### config.mk
export PLATFORM = sky130hd
export DESIGN_NAME = apb2ahb_flat
export DESIGN_NICKNAME = d
export VERILOG_FILES = /design/src/rtl/apb2ahb_if.sv /design/src/rtl/apb2ahb.sv /design/src/flat_wrapper.sv
export SDC_FILE = /design/constraint.sdc
export NUM_CORES = 1
export LEC_CHECK = 0
export ABC_AREA = 1
export BUFFER_PORTS_ARGS = -buffer_cell sky130_fd_sc_hd__buf_2
export CORE_MARGIN = 10
export CORE_UTILIZATION = 36
export DETAILED_ROUTE_END_ITERATION = 6
export PLACE_DENSITY = 0.66
export SYNTH_ARGS = -nofsm -noshare
export SYNTH_HDL_FRONTEND = slang
export SYNTH_SLANG_ARGS = --single-unit
### constraint.sdc
create_clock -name clk -period 2.8 [get_ports clk]
set_input_delay 0.28 -clock clk [delete_from_list [all_inputs] [get_ports clk]]
set_output_delay 0.28 -clock clk [all_outputs]
set_load 0.1 [all_outputs]
### src/rtl/apb2ahb_if.sv
// Signal bundle between an APB3 requester and an AHB-Lite completer, with the
// apb2ahb bridge sitting in the middle as APB completer and AHB manager.
interface apb2ahb_if #(
   parameter int ADDR_WIDTH = 32,
   parameter int DATA_WIDTH = 32
) ();
   // APB3 side
   logic                  PSEL;
   logic                  PENABLE;
   logic [ADDR_WIDTH-1:0] PADDR;
   logic                  PWRITE;
   logic [DATA_WIDTH-1:0] PWDATA;
   logic [DATA_WIDTH-1:0] PRDATA;
   logic                  PREADY;
   logic                  PSLVERR;
   // AHB-Lite side
   logic [1:0]            HTRANS;
   logic [ADDR_WIDTH-1:0] HADDR;
   logic                  HWRITE;
   logic [2:0]            HSIZE;
   logic [2:0]            HBURST;
   logic [3:0]            HPROT;
   logic [DATA_WIDTH-1:0] HWDATA;
   logic                  HREADY;
   logic                  HRESP;
   logic [DATA_WIDTH-1:0] HRDATA;

   // The bridge: completer on APB, manager on AHB.
   modport slave (
      input  PSEL, PENABLE, PADDR, PWRITE, PWDATA, HREADY, HRESP, HRDATA,
      output PRDATA, PREADY, PSLVERR, HTRANS, HADDR, HWRITE, HSIZE, HBURST,
             HPROT, HWDATA
   );

   // The environment: APB requester plus AHB completer.
   modport master (
      output PSEL, PENABLE, PADDR, PWRITE, PWDATA, HREADY, HRESP, HRDATA,
      input  PRDATA, PREADY, PSLVERR, HTRANS, HADDR, HWRITE, HSIZE, HBURST,
             HPROT, HWDATA
   );
endinterface

### src/rtl/apb2ahb.sv
// APB3 completer that replays each APB transfer as one non-pipelined AHB-Lite
// SINGLE word transfer; minimum APB latency is two wait states.
module apb2ahb #(
   parameter int ADDR_WIDTH = 32,
   parameter int DATA_WIDTH = 32
) (
   input  logic     clk,
   input  logic     n_rst,
   apb2ahb_if.slave bus
);
   typedef enum logic [1:0] {S_IDLE, S_ADDR, S_DATA, S_DONE} state_t;

   localparam logic [1:0] HTRANS_IDLE   = 2'b00;
   localparam logic [1:0] HTRANS_NONSEQ = 2'b10;

   state_t                r_state;
   state_t                w_next;
   logic [ADDR_WIDTH-1:0] r_addr;
   logic                  r_write;
   logic [DATA_WIDTH-1:0] r_wdata;
   logic [DATA_WIDTH-1:0] r_rdata;
   logic                  r_err;
   logic                  r_pready;
   logic                  w_setup;
   logic                  w_data_end;
   logic [1:0]            w_htrans;

   assign w_setup    = bus.PSEL & ~bus.PENABLE;
   assign w_data_end = (r_state == S_DATA) & bus.HREADY;

   always_ff @(posedge clk or negedge n_rst) begin
      if (!n_rst) r_state <= S_IDLE;
      else        r_state <= w_next;
   end

   always_comb begin
      w_next = r_state;
      case (r_state)
         S_IDLE:  if (w_setup)     w_next = S_ADDR;
         S_ADDR:  if (bus.HREADY)  w_next = S_DATA;
         S_DATA:  if (bus.HREADY)  w_next = S_DONE;
         S_DONE:                   w_next = S_IDLE;
         default:                  w_next = S_IDLE;
      endcase
   end

   always_comb begin
      w_htrans = HTRANS_IDLE;
      if (r_state == S_ADDR) w_htrans = HTRANS_NONSEQ;
   end

   // Request is frozen at the APB setup phase; access-phase changes are ignored.
   always_ff @(posedge clk or negedge n_rst) begin
      if (!n_rst) begin
         r_addr  <= '0;
         r_write <= 1'b0;
         r_wdata <= '0;
      end else if ((r_state == S_IDLE) && w_setup) begin
         r_addr  <= bus.PADDR;
         r_write <= bus.PWRITE;
         r_wdata <= bus.PWDATA;
      end
   end

   // Loaded on the last data-phase edge so they are live only in DONE. HREADY
   // high with HRESP high is the second ERROR cycle; read data is dropped then.
   always_ff @(posedge clk or negedge n_rst) begin
      if (!n_rst) begin
         r_pready <= 1'b0;
         r_err    <= 1'b0;
         r_rdata  <= '0;
      end else begin
         r_pready <= w_data_end;
         r_err    <= w_data_end & bus.HRESP;
         r_rdata  <= (w_data_end && !bus.HRESP && !r_write) ? bus.HRDATA : '0;
      end
   end

   assign bus.HTRANS  = w_htrans;
   assign bus.HADDR   = r_addr;
   assign bus.HWRITE  = r_write;
   assign bus.HWDATA  = r_wdata;
   assign bus.HSIZE   = 3'b010;
   assign bus.HBURST  = 3'b000;
   assign bus.HPROT   = 4'b0011;
   assign bus.PREADY  = r_pready;
   assign bus.PSLVERR = r_err;
   assign bus.PRDATA  = r_rdata;
endmodule

### src/flat_wrapper.sv
// flat-port wrapper written by rule: the top's interface ports become plain ports
module apb2ahb_flat 
#(
   parameter int ADDR_WIDTH = 32,
   parameter int DATA_WIDTH = 32
)
  (clk, n_rst, bus_PSEL, bus_PENABLE, bus_PADDR, bus_PWRITE, bus_PWDATA, bus_HREADY, bus_HRESP, bus_HRDATA, bus_PRDATA, bus_PREADY, bus_PSLVERR, bus_HTRANS, bus_HADDR, bus_HWRITE, bus_HSIZE, bus_HBURST, bus_HPROT, bus_HWDATA);
  apb2ahb_if #(.ADDR_WIDTH(ADDR_WIDTH), .DATA_WIDTH(DATA_WIDTH)) bus_i ();
  input  logic clk;
  input  logic n_rst;
  input wire logic [$bits(bus_i.PSEL)-1:0] bus_PSEL;
  input wire logic [$bits(bus_i.PENABLE)-1:0] bus_PENABLE;
  input wire logic [$bits(bus_i.PADDR)-1:0] bus_PADDR;
  input wire logic [$bits(bus_i.PWRITE)-1:0] bus_PWRITE;
  input wire logic [$bits(bus_i.PWDATA)-1:0] bus_PWDATA;
  input wire logic [$bits(bus_i.HREADY)-1:0] bus_HREADY;
  input wire logic [$bits(bus_i.HRESP)-1:0] bus_HRESP;
  input wire logic [$bits(bus_i.HRDATA)-1:0] bus_HRDATA;
  output wire logic [$bits(bus_i.PRDATA)-1:0] bus_PRDATA;
  output wire logic [$bits(bus_i.PREADY)-1:0] bus_PREADY;
  output wire logic [$bits(bus_i.PSLVERR)-1:0] bus_PSLVERR;
  output wire logic [$bits(bus_i.HTRANS)-1:0] bus_HTRANS;
  output wire logic [$bits(bus_i.HADDR)-1:0] bus_HADDR;
  output wire logic [$bits(bus_i.HWRITE)-1:0] bus_HWRITE;
  output wire logic [$bits(bus_i.HSIZE)-1:0] bus_HSIZE;
  output wire logic [$bits(bus_i.HBURST)-1:0] bus_HBURST;
  output wire logic [$bits(bus_i.HPROT)-1:0] bus_HPROT;
  output wire logic [$bits(bus_i.HWDATA)-1:0] bus_HWDATA;
  assign bus_i.PSEL = bus_PSEL;
  assign bus_i.PENABLE = bus_PENABLE;
  assign bus_i.PADDR = bus_PADDR;
  assign bus_i.PWRITE = bus_PWRITE;
  assign bus_i.PWDATA = bus_PWDATA;
  assign bus_i.HREADY = bus_HREADY;
  assign bus_i.HRESP = bus_HRESP;
  assign bus_i.HRDATA = bus_HRDATA;
  assign bus_PRDATA = bus_i.PRDATA;
  assign bus_PREADY = bus_i.PREADY;
  assign bus_PSLVERR = bus_i.PSLVERR;
  assign bus_HTRANS = bus_i.HTRANS;
  assign bus_HADDR = bus_i.HADDR;
  assign bus_HWRITE = bus_i.HWRITE;
  assign bus_HSIZE = bus_i.HSIZE;
  assign bus_HBURST = bus_i.HBURST;
  assign bus_HPROT = bus_i.HPROT;
  assign bus_HWDATA = bus_i.HWDATA;
  apb2ahb #(.ADDR_WIDTH(ADDR_WIDTH), .DATA_WIDTH(DATA_WIDTH)) u_core (.clk(clk), .n_rst(n_rst), .bus(bus_i));
endmodule
## Word-level counts from Yosys, hierarchy flattened

Cells that the tools add are included.

| word-level totals | value |
|---|---|
| output and inout port bits | 111 |
| bits in registers | 101 |
| logic and storage cells | 30 |
| bits of input ports | 103 |

| operators by class | value |
|---|---|
| reduce and logical (&&, ||, !) cells | 7 |
| equality and inequality tests | 6 |
| multiplexer cells | 6 |
| bitwise gates (word level) | 4 |

Operator list:

| operator | count |
|---|---|
| $mux W32 | 1 |
| $mux W2 | 4 |
| $pmux W2 S4 | 1 |
| $eq A2 B2 Y1 const B | 2 |
| $ne A2 B2 Y1 const B | 2 |
| $and A1 B1 Y1 | 3 |
| $logic_and A1 B1 Y1 | 3 |
| $reduce_and A3 Y1 | 1 |
| $eq A2 B1 Y1 const B | 1 |
| $logic_not A1 Y1 | 2 |
| $logic_not A2 Y1 | 1 |
| $ne A2 B1 Y1 const B | 1 |
| $not A1 Y1 | 1 |

## Depth between registers and ports, before layout

Gate-level depths: netlist of run 1.

| logic depth | value |
|---|---|
| word-level depth | 5 |
| gate-level depth with buffers | 7 |

## Least setup slack after synthesis of run 1

Ideal clock, no wire load.

| path | value |
|---|---|
| path type | register -> register |
| start point | register u_core.r_state[1] |
| end point | register u_core.r_state[0] |
| buffers on the path | 0 |
| library setup time | 66 ps |
| path slack | 1086 ps |
| stages on the path, launching flop included | 7 |
| data required time | 2734 ps |
| arrival | 1648 ps |
| path through | dfrtp_1 -> inv_1 -> ha_1 -> o21bai_1 -> nand2_1 -> nand2_1 -> nand2_1 |

| between the ends | value |
|---|---|
| word-level cells in the longest chain between the ends | 3 |
| elaborated cells between the ends (all ways) | 9 |

RTL lines:

| what | RTL line | source |
|---|---|---|
| from (decl) | apb2ahb.sv:16 | `state_t r_state;` |
| from (signal assigned) | apb2ahb.sv:33 | `else r_state <= w_next;` |
| $eq A2 B2 Y1, or another cell as far along | apb2ahb.sv:38 | `case (r_state)` |
| $ne A2 B2 Y1 (no source line) or $ne A2 B1 Y1 (tied branches) | n/a |  |
| $reduce_and A3 Y1 (no source line) | n/a |  |

Several ways; a longest one is shown, not always the timed one.
A chain may end at the register's enable or synchronous reset.

## Worst setup path in the final report of run 1

| path | value |
|---|---|
| start point | register u_core.r_state[1] |
| end point | output bus_HTRANS[1] |

| between the ends | value |
|---|---|
| word-level cells in the longest chain between the ends | 2 |

RTL lines:

| what | RTL line | source |
|---|---|---|
| $eq A2 B1 Y1 | apb2ahb.sv:49 | `if (r_state == S_ADDR) w_htrans = HTRANS_NONSEQ;` |
| $mux W2 | apb2ahb.sv:49 |  |
| to (decl) | flat_wrapper.sv:22 | `output wire logic [$bits(bus_i.HTRANS)-1:0] bus_HTRANS;` |

No other way between the ends.

==> results.tsv, run 1 <==
metric	value	unit
run status	finished, final reports clean	
clk_skew	0.00590	ns
Mapped Area	4100	sq um
Max-Cap Viols	0	
Hold-fix buffers, CTS	0	
H-tree depth	3	
WHS	0.0383	ns
postcts setup bufs	0	
Clock Tree Buf Depth	2	
CTS tree	yes	
WL/cell	13.7	microns
clock tree root buffer cell	clkbuf_16	
Die ar.	16000	sq um
number of library cell types mapped by synthesis	17	
Post-Syn Area per Cell	9.87	sq um
HP Class	in -> async	
Core Rows	38	
total core area	11000	sq um
GP Congestion	0.750	
Via Count	3071	
Critical Path RT	2.52	ns
Vias/cell	4.06	
Startpoint Class	register	
post-route antenna net violation count	0	
Worst Setup End Kind	output pin	
initial antenna violation count	1	
Critical Path Fanout Max	3	
clock transition at the registers of the reported paths	0.06	ns
Critical Path AT	1.45	ns
most frequent cells in the layout	buf_2, inv_1, dfrtp_1	
setup repair after global routing missed its margin	no	
Chip Width	127	microns
Num CTS Buffers	9	
initial core utilization	37.3	%
DP HPWL	8160	microns
Fin Setup TNS	0	ns
Tmin final	1.73	ns
starting DRC count in detailed routing	128	
Resize count post-CTS	0	
Synth Warn #	0	
final slew viol count	0	
Overall Global Routing Usage	12.5	%
vias in the first global route	3282	
first-pass GRT wire length	16400	microns
Worst Setup Path Type	reg -> out	
final hold viol count	0	
synthesized flop and latch total	101	
most common cell after layout, fill and taps aside	buf_2	
DRC violations left	0	
I/O Pins	214	
Slew HR	42.9	%
Syn-to-layout area delta	33.4	%
fraction of layout cells with a size suffix above 1	41.6	%
worst slew pin tran	0.856	ns
# clock sinks	101	
wirelength, routed	10300	microns
Diodes inserted	0	
Die Y-Extent	127	microns
DR pass1 iterations	4	
fmax	579	MHz
input/output buffers	202	
GRT Residual Overflow	0	
# nets final	719	
Mapped Cells	415	
# setup viols final	0	
final worst-path cycle share	61.6	%
later-pin clock latency in the skew report	0.33	ns
register area share after synthesis	61.7	%
largest net degree at the start of global routing	131	
## kinds of logic after synthesis
group           count (synthesis)  share of synthesized area [%]
flops                         101                           61.7
fa+ha+maj                       4                           1.22
compound gates                 66                           11.3
simple gates                  112                           10.5
other cells                     2                          0.183
buf+inv                       130                           15.0
## per-stage QoR
stage	cells	area, sq um	util [%]	worst slack, ns
detailed placement	741	5140	46.8	1.18
global route	756	5470	49.8	0.999
CTS	756	5470	49.8	1.04
finish	756	5470	49.8	1.07
floorplan	424	4130	-	1.09
global placement	741	5140	46.8	1.28
## layout make-up
cell class	count	area (sq um)
Multi-Input combinational cell	193	995
Clock buffer	12	256
Timing Repair Buffer	205	1060
Inverter	102	383
Sequential cell	101	2530
Tap cell	140	175
Clock inverter	3	68.8
Fill cell	1043	5520
## cell usage after synthesis (all sizes together)
library cell | n | share of area, %
dfrtp | 101 | 62
inv | 102 | 9.3
o21bai | 1 | 0.18
or2 | 1 | 0.15
nor2 | 34 | 3.1
buf | 25 | 5.4
nand3 | 3 | 0.49
o21ai | 65 | 11
conb | 2 | 0.18
nand2 | 74 | 6.8
ha | 4 | 1.2
clkbuf | 3 | 0.27
## sequential cells by signal (all words and copies together), names as in the netlist
signal,cells
u_core.bus.HADDR,32
u_core.bus.HWDATA,32
u_core.bus.PRDATA,32
u_core.r_state,2
u_core.bus.HWRITE,1
u_core.bus.PREADY,1
u_core.bus.PSLVERR,1
## critical path: stages (launching register included)
cell and delay [ns]:
dfrtp_1 0.40, inv_1 0.10, ha_1 0.17, buf_2 0.44
## metal layers
layer	vias to the layer above	global-route usage, %	part of all wire, %
li1	1583	-	-
met1	1360	14.1	40
met2	114	20.7	50
met3	12	5.58	8.4
met4	2	4.09	1.2
met5	-	0	0.13
## worst paths after layout
| kind | startpoint | endpoint | slack (ns) | cells past startpoint |
|---|---|---|---|---|
| setup / recovery | u_core.r_state[1] | bus_HTRANS[1] | 1.07 | 3 |
| hold / removal | n_rst | u_core.bus.HADDR[5] | 0.04 | 1 |
| setup reg to reg | u_core.r_state[0] | u_core.bus.HADDR[25] | 1.21 | 5 |
| hold reg to reg | u_core.bus.HADDR[12] | u_core.bus.HADDR[12] | 0.48 | 2 |
| max in group asynchronous | n_rst | u_core.bus.HADDR[30] | 2.04 | 2 |
| min in group clk | bus_HRDATA[14] | u_core.bus.PRDATA[14] | 0.15 | 3 |
Power of run 1 is left out: the tool's default activity adds up to more than one toggle a clock period on the data nets, which glitch-free logic cannot reach.
==> run 2: changes to the inputs <==
--- a/config.mk
+++ b/config.mk
@@ -5,12 +5,12 @@
 export SDC_FILE = /design/constraint.sdc
 export NUM_CORES = 1
 export LEC_CHECK = 0
-export ABC_AREA = 1
+export ABC_AREA = 0
 export BUFFER_PORTS_ARGS = -buffer_cell sky130_fd_sc_hd__buf_2
 export CORE_MARGIN = 10
 export CORE_UTILIZATION = 36
 export DETAILED_ROUTE_END_ITERATION = 6
-export PLACE_DENSITY = 0.66
+export PLACE_DENSITY = 0.69
 export SYNTH_ARGS = -nofsm -noshare
 export SYNTH_HDL_FRONTEND = slang
 export SYNTH_SLANG_ARGS = --single-unit
==> constraint.sdc (replaced) <==
create_clock -name clk -period 1.5 [get_ports clk]
set_input_delay 0.15 -clock clk [delete_from_list [all_inputs] [get_ports clk]]
set_output_delay 0.15 -clock clk [all_outputs]
set_load 0.1 [all_outputs]
==> run 2 against run 1 <==
Net effect: the run now ends with negative setup slack left; count of clock-buffer cells in the layout is 2 lower; clock skew is 0.0035 ns higher; worst hold slack got worse by 0.018 ns; utilization increased by 12 points; first-iteration DRC count is 32% lower; synthesized cell count is 43% lower; die area fell by 1.7%; critical path type is now reg -> reg; largest cell class unchanged.
==> results.tsv, run 2 <==
metric	value	unit	change
run status	finished, violations left		was finished, final reports clean
failing checks	negative setup slack		
Num CTS Buffers	9		unchanged
Yosys top cell by area	dfrtp_1		unchanged
GP Congestion	0.765		was 0.750
count leader, synth	dfrtp_1		was inv_1
largest net degree at the start of global routing	102		was 131
reg2reg start	u_core.r_state[0]		unchanged
clk_skew	0.00938	ns	was 0.00590 ns
Hold Crit Endpoint	u_core.bus.PRDATA[1]		
final slew viol count	0		unchanged
Syn-to-layout area delta	67.2	%	was 33.4%
Critical Path Fanout Max	6		was 3
input/output buffers	202		unchanged
wirelength, routed	12800	microns	was 10300 microns
Startpoint Class	register		unchanged
Core Rows	38		unchanged
Critical Path AT	1.82	ns	was 1.45 ns
most frequent cells in the layout	buf_2, dfrtp_1, dlygate4sd3_1		was buf_2, inv_1, dfrtp_1
fmax	635	MHz	
Clock Tree Buf Depth	2		unchanged
r2r worst-path depth	7		was 5
HP Class	in -> reg		was in -> async
Max-Cap Viols	0		unchanged
worst slew pin tran	0.522	ns	was 0.856 ns
Tmin final	1.57	ns	
Synth Flop Type	dfrtp_1		unchanged
Post-Syn Area per Cell	16.9	sq um	was 9.87 sq um
total core area	10900	sq um	was 11000 sq um
final worst-path cycle share	105	%	
vias in the first global route	3545		was 3282
H-tree depth	3		unchanged
register area share after synthesis	62.9	%	was 61.7%
later-pin clock latency in the skew report	0.37	ns	was 0.33 ns
synthesized flop and latch total	101		unchanged
DR pass1 iterations	4		unchanged
Die ar.	15800	sq um	was 16000 sq um
Post-synth EDFFs	0		unchanged
most common cell after layout, fill and taps aside	buf_2		unchanged
Critical Path RT	1.75	ns	was 2.52 ns
Die Y-Extent	126	microns	was 127 microns
number of cells on the worst hold path	2		
starting DRC count in detailed routing	87		was 128
DRC violations left	0		unchanged
setup repair after global routing missed its margin	yes		was no
initial core utilization	36.9	%	was 37.3%
Worst Setup End Kind	register		was output pin
number of library cell types mapped by synthesis	19		was 17
Mapped Cells	237		was 415
Synth top cells by count	dfrtp_1, mux2_4, and2_2		was inv_1, dfrtp_1, nand2_1
final hold viol count	0		unchanged
# nets final	664		was 719
initial antenna violation count	0		was 1
post-route antenna net violation count	0		unchanged
Mapped Area	4020	sq um	was 4100 sq um
clock transition at the registers of the reported paths	0.10	ns	was 0.06 ns
Slew HR	65.2	%	was 42.9%
Chip Width	126	microns	was 127 microns
largest cells by area after synthesis	dfrtp_1, mux2_4, and2_2		was dfrtp_1, inv_1, o21ai_2
Diodes inserted	0		unchanged
# setup viols final	66		was 0
Worst Setup Path Type	reg -> reg		was reg -> out
# clock sinks	101		unchanged
WL/cell	18.2	microns	was 13.7 microns
Vias/cell	4.32		was 4.06
Synth Warn #	0		unchanged
worst hold start	bus_HRDATA[1]		
fraction of layout cells with a size suffix above 1	62.6	%	was 41.6%
DP HPWL	8390	microns	was 8160 microns
GRT Residual Overflow	0		unchanged
first-pass GRT wire length	19600	microns	was 16400 microns
I/O Pins	214		unchanged
Final Util	61.6	%	was 49.8%
final worst setup slack	-0.0742	ns	was 1.07 ns
Yosys top cell area share	62.9	%	was 61.7%
Async SR Flop Fraction	100	%	unchanged
flop2flop setup slack	-0.07	ns	was 1.21 ns
clock tree root buffer cell	clkbuf_8		was clkbuf_16
CTS tree	yes		unchanged
Via Count	3031		was 3071
reg-to-reg endpoint	u_core.bus.HADDR[30]		was u_core.bus.HADDR[25]
Overall Global Routing Usage	15.5	%	was 12.5%
-- run 2: changes by cell type after synthesis, moves of 10 or more --
cell	change
o21ai_1	-10
o21ai_0	-20
o21ai_2	-35
and2_2	+29
mux2_2	+16
nor2_1	-32
mux2_4	+50
nand2_1	-74
inv_1	-100
-- run 2: through the flow --
stage	cell area (sq um)	TNS [ns]	hold slack (ns)	worst slack [ns]	std cells
after floorplan	4060	-0.719	-0.146	-0.0174	246
after global placement	5220	-19.32	0.250	-0.351	579
after detailed placement	5220	-24.30	0.258	-0.481	579
after CTS	6590	-2.84	0.000245	-0.0942	698
after global routing	6710	-6.44	0.00825	-0.101	702
final	6710	-2.80	0.0203	-0.0742	702
-- run 2: routing by layer --
metal / wire length (microns) / vias to the layer above / GRT usage [%]
li1: - / 1405 / -
met1: 4710 / 1473 / 16.3
met2: 6760 / 135 / 27.3
met3: 1070 / 18 / 6.04
met4: 261 / 0 / 6.03
met5: 0 / - / 0
-- run 2: cell families after synthesis --
group	share of synthesized area, %
other	0.187
buffers and inverters	4.42
adders and majority gates	1.25
DFF	62.9
and+or+nand+nor	7.54
muxes	23.4
AOI/OAI and AO/OA	0.218
-- run 2: worst max-delay path by stage --
stage,slack [ns],end,start,depth (start not counted)
floorplan,-0.02,u_core.r_state[1],u_core.r_state[1],5
global placement,-0.35,u_core.bus.PRDATA[17],u_core.r_state[0],5
detailed placement,-0.48,u_core.bus.PRDATA[11],u_core.r_state[0],5
CTS,-0.09,u_core.bus.HADDR[31],u_core.r_state[0],7
global route,-0.10,u_core.bus.HADDR[15],u_core.r_state[0],7
finish,-0.07,u_core.bus.HADDR[30],u_core.r_state[0],7
-- run 2: layout make-up --
class	instances	area [sq um]
clock buffers	10	138
clock inverters	6	62.6
fillers	814	4180
inverters	2	7.51
multi-input cells	123	1460
flip-flops and latches	101	2530
well taps	140	175
repair buffers	320	2340
-- run 2: worst max-delay path, cell delays in order (launching register included) --
cell       delay (ns)
dfrtp_1          0.40
inv_2            0.07
buf_6            0.10
ha_4             0.14
nand3b_4         0.11
buf_12           0.17
clkbuf_16        0.16
mux2_4           0.29
-- run 2: repair_timing --
action                                 in CTS  in global routing
endpoints found under the hold margin     191                  0
pin swaps                                   2                  2
gates cloned                                3                  3
resized for setup                          27                 14
setup endpoints to repair                  98                100
buffers inserted                           10                  1
hold buffers                               91                  0
Power of run 2 is left out for the same reason.
==> run 3: changes to the inputs <==
--- a/config.mk
+++ b/config.mk
@@ -6,11 +6,12 @@
 export NUM_CORES = 1
 export LEC_CHECK = 0
 export ABC_AREA = 0
-export BUFFER_PORTS_ARGS = -buffer_cell sky130_fd_sc_hd__buf_2
+export BUFFER_PORTS_ARGS = -buffer_cell sky130_fd_sc_hd__clkbuf_2
 export CORE_MARGIN = 10
 export CORE_UTILIZATION = 36
 export DETAILED_ROUTE_END_ITERATION = 6
-export PLACE_DENSITY = 0.69
+export PLACE_DENSITY = 0.74
+export REMOVE_ABC_BUFFERS = 1
 export SYNTH_ARGS = -nofsm -noshare
 export SYNTH_HDL_FRONTEND = slang
 export SYNTH_SLANG_ARGS = --single-unit
==> run 3 against run 2 <==
Net effect: the flow still finishes with violations (negative setup slack); sequential share of layout area is 1.5 points higher; routed wire length shrank 0.95%; cell count shrank 2.3%.
==> results.tsv, run 3 (synthesis results as in run 2) <==
metric	value	unit	change
fin cells	686		was 702
Slew HR	61.8	%	was 65.2%
Die ar.	15800	sq um	unchanged
GP Congestion	0.829		was 0.765
Die Y-Extent	126	microns	unchanged
Worst Setup Path Type	reg -> out		was reg -> reg
input/output buffers	202		unchanged
I/O Pins	214		unchanged
later-pin clock latency in the skew report	0.37	ns	about the same
Critical Path Fanout Max	2		was 6
Worst Setup End Kind	output pin		was register
starting DRC count in detailed routing	131		was 87
Chip Width	126	microns	unchanged
DP HPWL	8140	microns	was 8390 microns
Num CTS Buffers	9		unchanged
CTS tree	yes		unchanged
Startpoint Class	register		unchanged
flop2flop setup slack	-0.04	ns	was -0.07 ns
Clock Tree Buf Depth	2		unchanged
final hold viol count	0		unchanged
DR pass1 iterations	4		unchanged
final slew viol count	0		unchanged
run status	finished, violations left		unchanged
H-tree depth	3		unchanged
fmax	648	MHz	was 635 MHz
first-pass GRT wire length	20300	microns	was 19600 microns
most frequent cells in the layout	clkbuf_2, dfrtp_1, dlygate4sd3_1		was buf_2, dfrtp_1, dlygate4sd3_1
most common cell after layout, fill and taps aside	clkbuf_2		was buf_2
fraction of layout cells with a size suffix above 1	61.1	%	was 62.6%
vias in the first global route	3547		was 3545
clock transition at the registers of the reported paths	0.09	ns	was 0.10 ns
Vias/cell	4.41		was 4.32
Via Count	3026		was 3031
r2r worst-path depth	5		was 7
footprint of the multi-input gates	1420	sq um	was 1460 sq um
total core area	10900	sq um	unchanged
WL/cell	18.5	microns	was 18.2 microns
final worst-path cycle share	103	%	was 105%
Overall Global Routing Usage	16.1	%	was 15.5%
initial antenna violation count	1		was 0
failing checks	negative setup slack		unchanged
Tmin final	1.54	ns	was 1.57 ns
fillers	824		was 814
GRT Residual Overflow	0		unchanged
wirelength, routed	12700	microns	was 12800 microns
# setup viols final	31		was 66
Syn-to-layout area delta	60.5	%	was 67.2%
# nets final	649		was 664
Inst Count DP	574		was 579
clock tree root buffer cell	clkbuf_8		unchanged
largest net degree at the start of global routing	102		unchanged
Critical Path RT	1.35	ns	was 1.75 ns
final worst setup slack	-0.0426	ns	was -0.0742 ns
Max-Cap Viols	0		unchanged
clk_skew	0.0134	ns	was 0.00938 ns
number of cells on the worst hold path	2		unchanged
worst slew pin tran	0.576	ns	was 0.522 ns
Place WS	-0.410	ns	was -0.481 ns
fin area	6440	sq um	was 6710 sq um
DRC violations left	0		unchanged
Critical Path AT	1.39	ns	was 1.82 ns
# clock sinks	101		unchanged
initial core utilization	36.9	%	unchanged
post-route antenna net violation count	0		unchanged
Placed Area	5170	sq um	was 5220 sq um
setup repair after global routing missed its margin	yes		unchanged
Core Rows	38		unchanged
HP Class	in -> reg		unchanged
FF+latch area	2530	sq um	about the same
run 3: cell count changes in the layout (fill, tap and decap cells not counted), sizes merged:
| cell | delta |
|---|---|
| clkbuf | +197 |
| bufinv | +1 |
| clkinvlp | -2 |
| diode | +1 |
| buf | -213 |
run 3: layer usage:
layer	track usage [%]	vias up	part of all wire, %
met5	0	-	0
met4	6.17	0	1.9
met3	8.64	20	11
met2	25.9	156	49
met1	17.5	1480	38
li1	-	1370	-
run 3: repair_timing:
action / in CTS / in global routing
hold buffers: 90 / 1
gates resized for setup: 14 / 6
gates cloned: 2 / 0
hold endpoints to repair: 190 / 1
setup buffers: 3 / 1
pin swaps: 0 / 1
endpoints found under the setup margin: 96 / 94
run 3: path summary, 6_finish.rpt:
path / start / to
worst max register to register: u_core.r_state[1] / u_core.bus.HADDR[24]
min in group asynchronous: n_rst / u_core.bus.HADDR[0]
worst min register to register: u_core.bus.HADDR[7] / u_core.bus.HADDR[7]
worst min-delay path: bus_PWDATA[30] / u_core.bus.HWDATA[30]
worst max-delay path: u_core.r_state[0] / bus_HTRANS[1]
max in group asynchronous: n_rst / u_core.bus.HADDR[9]
run 3: final cells by class:
class                      instances  share of cell area, %
clock inverter                     5                   1.20
clock buffer                       9                   1.92
tap                              140                   2.72
timing repair buffer             305                   32.7
sequential                       101                   39.2
inverter                           2                  0.116
antenna                            1                 0.0388
multi-input combinational        123                   22.1
run 3: critical path: stages, from the launching register on:
cell,delay [ns]
dfrtp_1,0.40
buf_4,0.15
ha_4,0.17
buf_4,0.14
buf_12,0.15
run 3: stage by stage:
step | hold slack (ns) | utilization, % | TNS [ns]
after CTS | 0.00189 | 58.8 | -0.244
after floorplan | -0.146 | - | -42.86
after detailed placement | 0.257 | 47.5 | -14.95
after global routing | 0.00403 | 59.2 | -4.94
final | 0.0303 | 59.2 | -0.741
after global placement | 0.249 | 47.5 | -10.71
Power of run 3 is left out for the same reason.
